$ cat src/rtl/cl_word_adapter.sv
// cl_word_adapter: turns 32-bit CPU word reads/writes into 512-bit cache-line
// memory operations through a single-line, write-through line buffer.
module cl_word_adapter #(
  parameter int unsigned ADDR_WIDTH = 32,
  parameter int unsigned WORD_WIDTH = 32,
  parameter int unsigned CL_WIDTH   = 512
) (
  input  logic                  clk,
  input  logic                  rst_n,
  input  logic [1:0]            cpu_op,
  input  logic [ADDR_WIDTH-1:0] cpu_addr,
  input  logic [WORD_WIDTH-1:0] cpu_wdata,
  output logic [WORD_WIDTH-1:0] cpu_rdata,
  output logic                  cpu_rd_valid,
  output logic                  cpu_tx_done,
  input  logic                  flush,
  output logic [1:0]            mem_op,
  output logic [ADDR_WIDTH-1:0] mem_addr,
  output logic [CL_WIDTH-1:0]   mem_wdata,
  input  logic [CL_WIDTH-1:0]   mem_rdata,
  input  logic                  mem_rd_valid,
  input  logic                  mem_tx_done
);

  localparam int unsigned WORDS    = CL_WIDTH / WORD_WIDTH;
  localparam int unsigned OFF_W    = $clog2(WORDS);
  localparam int unsigned BYTE_W   = $clog2(WORD_WIDTH / 8);
  localparam int unsigned LINE_LSB = OFF_W + BYTE_W;
  localparam int unsigned TAG_W    = ADDR_WIDTH - LINE_LSB;
  localparam int unsigned IDX_W    = $clog2(CL_WIDTH);
  localparam int unsigned WSH      = $clog2(WORD_WIDTH);

  localparam logic [1:0] OP_NONE  = 2'b00;
  localparam logic [1:0] OP_READ  = 2'b01;
  localparam logic [1:0] OP_WRITE = 2'b10;

  typedef enum logic [2:0] {
    S_IDLE,
    S_FILL,
    S_MERGE,
    S_WB,
    S_RESP
  } state_e;

  state_e                state_q, state_d;
  logic                  valid_q, valid_d;
  logic [TAG_W-1:0]      tag_q, tag_d;
  logic [CL_WIDTH-1:0]   line_q, line_d;
  logic [TAG_W-1:0]      req_tag_q, req_tag_d;
  logic [OFF_W-1:0]      req_off_q, req_off_d;
  logic                  req_wr_q, req_wr_d;
  logic [WORD_WIDTH-1:0] req_wdata_q, req_wdata_d;
  logic [WORD_WIDTH-1:0] cpu_rdata_q, cpu_rdata_d;
  logic                  cpu_rd_valid_q, cpu_rd_valid_d;
  logic                  cpu_tx_done_q, cpu_tx_done_d;
  logic [1:0]            mem_op_q, mem_op_d;
  logic [ADDR_WIDTH-1:0] mem_addr_q, mem_addr_d;

  logic [TAG_W-1:0]      cpu_tag_c;
  logic [OFF_W-1:0]      cpu_off_c;
  logic                  hit_c;
  logic                  unused_byte_c;

  // Byte offset within the word is ignored; all accesses are full words.
  assign cpu_tag_c     = cpu_addr[ADDR_WIDTH-1:LINE_LSB];
  assign cpu_off_c     = cpu_addr[LINE_LSB-1:BYTE_W];
  assign hit_c         = valid_q && (tag_q == cpu_tag_c);
  assign unused_byte_c = ^cpu_addr[BYTE_W-1:0];

  function automatic logic [IDX_W-1:0] word_base(input logic [OFF_W-1:0] off);
    return IDX_W'(off) << WSH;
  endfunction

  // Next-state, line-buffer and registered-output logic.
  always_comb begin
    state_d        = state_q;
    valid_d        = valid_q;
    tag_d          = tag_q;
    line_d         = line_q;
    req_tag_d      = req_tag_q;
    req_off_d      = req_off_q;
    req_wr_d       = req_wr_q;
    req_wdata_d    = req_wdata_q;
    cpu_rdata_d    = cpu_rdata_q;
    cpu_rd_valid_d = 1'b0;
    cpu_tx_done_d  = 1'b0;
    mem_op_d       = OP_NONE;
    mem_addr_d     = mem_addr_q;

    unique case (state_q)
      S_IDLE: begin
        if (flush) begin
          valid_d = 1'b0;
        end else if (cpu_op == OP_READ || cpu_op == OP_WRITE) begin
          req_tag_d   = cpu_tag_c;
          req_off_d   = cpu_off_c;
          req_wr_d    = (cpu_op == OP_WRITE);
          req_wdata_d = cpu_wdata;
          if (hit_c) begin
            state_d = (cpu_op == OP_WRITE) ? S_MERGE : S_RESP;
          end else begin
            // Buffer contents are about to be overwritten by the fill.
            valid_d = 1'b0;
            state_d = S_FILL;
          end
        end
      end
      S_FILL: begin
        if (mem_rd_valid) begin
          line_d = mem_rdata;
        end
        if (mem_tx_done) begin
          tag_d   = req_tag_q;
          valid_d = 1'b1;
          state_d = req_wr_q ? S_MERGE : S_RESP;
        end
      end
      S_MERGE: begin
        line_d[word_base(req_off_q) +: WORD_WIDTH] = req_wdata_q;
        state_d = S_WB;
      end
      S_WB: begin
        if (mem_tx_done) begin
          state_d = S_RESP;
        end
      end
      S_RESP: begin
        state_d = S_IDLE;
      end
      default: begin
        state_d = S_IDLE;
      end
    endcase

    // Outputs are registered against the state being entered so that they
    // are valid for exactly the cycles spent in that state.
    unique case (state_d)
      S_FILL: begin
        mem_op_d   = OP_READ;
        mem_addr_d = {req_tag_d, LINE_LSB'(0)};
      end
      S_WB: begin
        mem_op_d   = OP_WRITE;
        mem_addr_d = {req_tag_d, LINE_LSB'(0)};
      end
      S_RESP: begin
        cpu_tx_done_d = 1'b1;
        if (!req_wr_d) begin
          cpu_rd_valid_d = 1'b1;
          cpu_rdata_d    = line_d[word_base(req_off_d) +: WORD_WIDTH];
        end
      end
      default: begin
        mem_op_d = OP_NONE;
      end
    endcase
  end

  // State and output registers; reset aborts any outstanding operation.
  always_ff @(posedge clk or negedge rst_n) begin
    if (!rst_n) begin
      state_q        <= S_IDLE;
      valid_q        <= 1'b0;
      tag_q          <= '0;
      line_q         <= '0;
      req_tag_q      <= '0;
      req_off_q      <= '0;
      req_wr_q       <= 1'b0;
      req_wdata_q    <= '0;
      cpu_rdata_q    <= '0;
      cpu_rd_valid_q <= 1'b0;
      cpu_tx_done_q  <= 1'b0;
      mem_op_q       <= OP_NONE;
      mem_addr_q     <= '0;
    end else begin
      state_q        <= state_d;
      valid_q        <= valid_d;
      tag_q          <= tag_d;
      line_q         <= line_d;
      req_tag_q      <= req_tag_d;
      req_off_q      <= req_off_d;
      req_wr_q       <= req_wr_d;
      req_wdata_q    <= req_wdata_d;
      cpu_rdata_q    <= cpu_rdata_d;
      cpu_rd_valid_q <= cpu_rd_valid_d;
      cpu_tx_done_q  <= cpu_tx_done_d;
      mem_op_q       <= mem_op_d;
      mem_addr_q     <= mem_addr_d;
    end
  end

  assign cpu_rdata    = cpu_rdata_q;
  assign cpu_rd_valid = cpu_rd_valid_q;
  assign cpu_tx_done  = cpu_tx_done_q;
  assign mem_op       = mem_op_q;
  assign mem_addr     = mem_addr_q;
  assign mem_wdata    = line_q;

endmodule

$ cat config.mk
export PLATFORM = sky130hd
export DESIGN_NAME = cl_word_adapter
export DESIGN_NICKNAME = d
export VERILOG_FILES = /design/src/rtl/cl_word_adapter.sv
export SDC_FILE = /design/constraint.sdc
export NUM_CORES = 2
export LEC_CHECK = 0
export BUFFER_PORTS_ARGS = -buffer_cell sky130_fd_sc_hd__buf_2
export CORE_AREA = 3 3 451 453
export DETAILED_ROUTE_END_ITERATION = 10
export DIE_AREA = 0 0 454 456
export PLACE_DENSITY = 0.37
export SLEW_MARGIN = 20
export SYNTH_ARGS = -nofsm -noshare
export SYNTH_HDL_FRONTEND = slang
export SYNTH_SLANG_ARGS = --single-unit
$ cat constraint.sdc
create_clock -name clk -period 5.3 [get_ports clk]
set_input_delay 1.06 -clock clk [delete_from_list [all_inputs] [get_ports clk]]
set_output_delay 1.06 -clock clk [all_outputs]
set_load 0.02 [all_outputs]
==> run summary <==
Fillcell total: 21.9k
Finished Cell Area: 47100 sq um
Largest net degree at the start of global routing: 91
Total GRT Usage: 0.283
Starting Density: 0.168
Post-synth top area cell: dfrtp_1
Vias in the first global route: 36.5k
IO Pins: 1163
Crit end category: flip-flop
Initial antenna violation count: 143
DRT antenna net count: 0
GR Layer Usage met2: 0.477
CTS H-Tree Depth: 3
Post-synth cell types: 95
Gpl congestion: 0.892
Worst path max stage delay: 870 ps
Post-synthesis sequential area ratio: 0.498
DRT Wirelength: 303000 um
Synth Register Bits: 667
Met1 GRT Util: 0.335
Critical path peak fanout: 21
GR Overflow Total: 0
Number of port buffers: 1154
Post-CTS Repair Setup Buffers: 0
TritonCTS Buffers: 94
Worst hold path class: in -> async
Avg WL per Cell: 41.5 um
Syn avg cell area: 9.94 sq um
Worst Path Buf+Inv: 2
Crit Path Class: reg -> reg
Clock tree buffer depth: 3
Most common cell after layout, fill and taps aside: buf_2
Fin. Hold Viols: 0
Final setup violation count: 0
Area share of the largest cell type after synthesis: 0.498
Root buffer cell: clkbuf_16
Minimum clock period: 4710 ps
Crit-path cells: inv_1, ha_1, or4bb_1, a211o_2, a21o_2, a211oi_1, a211oi_1, a2111oi_1, buf_4, a221o_1
Delay-heaviest family, CP: compound AO/OA/AOI/OAI gates
P&R area growth vs syn: 40.5%
Top cells by area, synth: dfrtp_1 50%, nand2_1 4.2%, a221o_1 3.5%
Post-Syn Area: 33500 sq um
Num rows: 164
Grt peak-use layer: met2
Nature of the critical path startpoint: flip-flop
Die area: 207000 sq um
Final clock skew: 60.7 ps
Main synth FF type: dfrtp_1
Core Area: 200000 sq um
DR vias: 36.5k
Core Util, Final: 0.236
Worst skew pair latency: 750 ps
Layout cell share with drive strength beyond 1: 0.389
Crit path DAT: 5380 ps
First-pass GRT wire length: 387000 um
CTS tree: built
Peak VDD IR: 442 uV
Nets: 5108
Most frequent cells in the layout: 1153 x buf_2, 659 x dfrtp_1, 368 x nand2_1, 260 x nor2_1, 211 x buf_4
Status: complete, no violations
DRC: 0
Post-synth EDFFs: 0
Max-cap viol count: 0
Post-synthesis async set-or-reset flop share: 1.00
Relative slew margins: 0.128
Initial DRC count: 3517
LEAKAGE: 0.0207 uW
Multi-input logic area: 15400 sq um
DP Cell Count: 7083
Post-DP HPWL: 236000 um
Drt pass-1 iters: 6
Yosys warnings: 0
Vias per inst: 5.00
CTS Hold Bufs: 0
Register clock-pin slew on the reported worst setup and hold paths: 60 ps
Die Height: 456 um
Hold_ws: 364 ps
Met3 usage: 0.0614
Final Non-Filler Cells: 7312
Final period utilization: 0.889
Tot Pwr: 39000 uW
Die W: 454 um
Post-Syn Instances: 3376
Slew of the pin with the lowest slew margin: 1290 ps
RSZ-0062 raised after global routing: no
Highest Clock Rate: 0.212 GHz
CTS Sinks: 667
Storage cell area: 16700 sq um
Placed Area: 43800 sq um
Post_cts resized: 0
Data required time of the critical path: 5960 ps
Power per cell area: 828 nW/um^2
Top cell by count, worst path: a211oi_1
Slew Limit Fails: 0
CP max stage cell: a2111oi_1
## cells by family after synthesis
family	count (synthesis)	synth area share
AO/OA/AOI/OAI	1124	0.266
AND/OR/NAND/NOR	1020	0.142
flip-flops	667	0.498
buffers and inverters	440	0.0550
multiplexers	92	0.0303
XOR/XNOR	30	0.00783
adder cells (fa/ha/maj)	2	0.000746
other	1	0.000112
## cell usage after synthesis, types with 24 or more instances
master,count
and2_1,96
nor2_1,267
nand3_1,25
a221o_1,117
o211ai_1,50
mux2i_1,24
a22oi_1,86
o21ai_0,71
o22ai_1,149
a21oi_1,74
nor3_1,91
clkbuf_1,195
mux2_2,67
o21a_1,80
o221a_2,72
buf_1,37
nand2_1,372
dfrtp_1,667
nand4_1,31
inv_1,89
buf_2,100
a211o_1,36
o22a_1,113
a211oi_1,38
nand2b_1,49
## flip-flops by register name, summed over array words and instances (netlist names)
signal	flops
valid_q	1
req_tag_q	26
tag_q	26
mem_wdata	512
req_wdata_q	32
req_wr_q	1
mem_op	2
cpu_rd_valid	1
cpu_tx_done	1
state_q	3
req_off_q	4
mem_addr	26
cpu_rdata	32
## per-layer routing
metal	routed length, um	vias to the layer above
li1	-	15042
met1	118000	18970
met2	147000	1954
met3	21000	536
met4	17600	22
met5	136	-
## power by group
group	total (uW)	switching (uW)	internal, uW
registers	9660	2220	7450
clock network	6900	2840	4050
logic	22500	16000	6440
total	39000	21100	17900
## final timing paths
path                                                  start                           to  slack [ps]  cells after the start
worst max-delay path                 req_off_q[1]$_DFF_PN0_    cpu_rdata[10]$_DFFE_PN0P_         590                     10
worst min register to register  req_wdata_q[14]$_DFFE_PN0P_  req_wdata_q[14]$_DFFE_PN0P_         490                      2
worst max register to register       req_off_q[1]$_DFF_PN0_    cpu_rdata[10]$_DFFE_PN0P_         590                     10
min in group clk                req_wdata_q[14]$_DFFE_PN0P_  req_wdata_q[14]$_DFFE_PN0P_         490                      2
max in group asynchronous                             rst_n     mem_wdata[111]$_DFF_PN0_        3430                      2
worst min-delay path                                  rst_n       req_tag_q[8]$_DFF_PN0_         360                      1
## metrics by stage
step	setup TNS [ps]	setup slack (ps)
after detailed placement	-62.8	-62.8
after floorplan	0	1590
after global placement	-31.0	-31.0
final	0	587
after CTS	0	426
after global routing	0	518
## worst register-to-register path: cells and delay by family (launching register included)
kind | cells | cell delay, ps
buf+inv | 2 | 370
flops | 1 | 410
simple gates | 1 | 550
fa+ha+maj | 1 | 520
compound gates | 6 | 2780
## layout make-up
| class | instances | share of cell area |
|---|---|---|
| inverters | 92 | 0.00751 |
| repair buffers | 1394 | 0.169 |
| well taps | 2656 | 0.0705 |
| clock buffers | 126 | 0.0554 |
| multi-input cells | 2274 | 0.327 |
| flip-flops and latches | 667 | 0.354 |
| clock inverters | 42 | 0.0130 |
| diodes | 61 | 0.00324 |
Power figures use the tool's default switching activity.
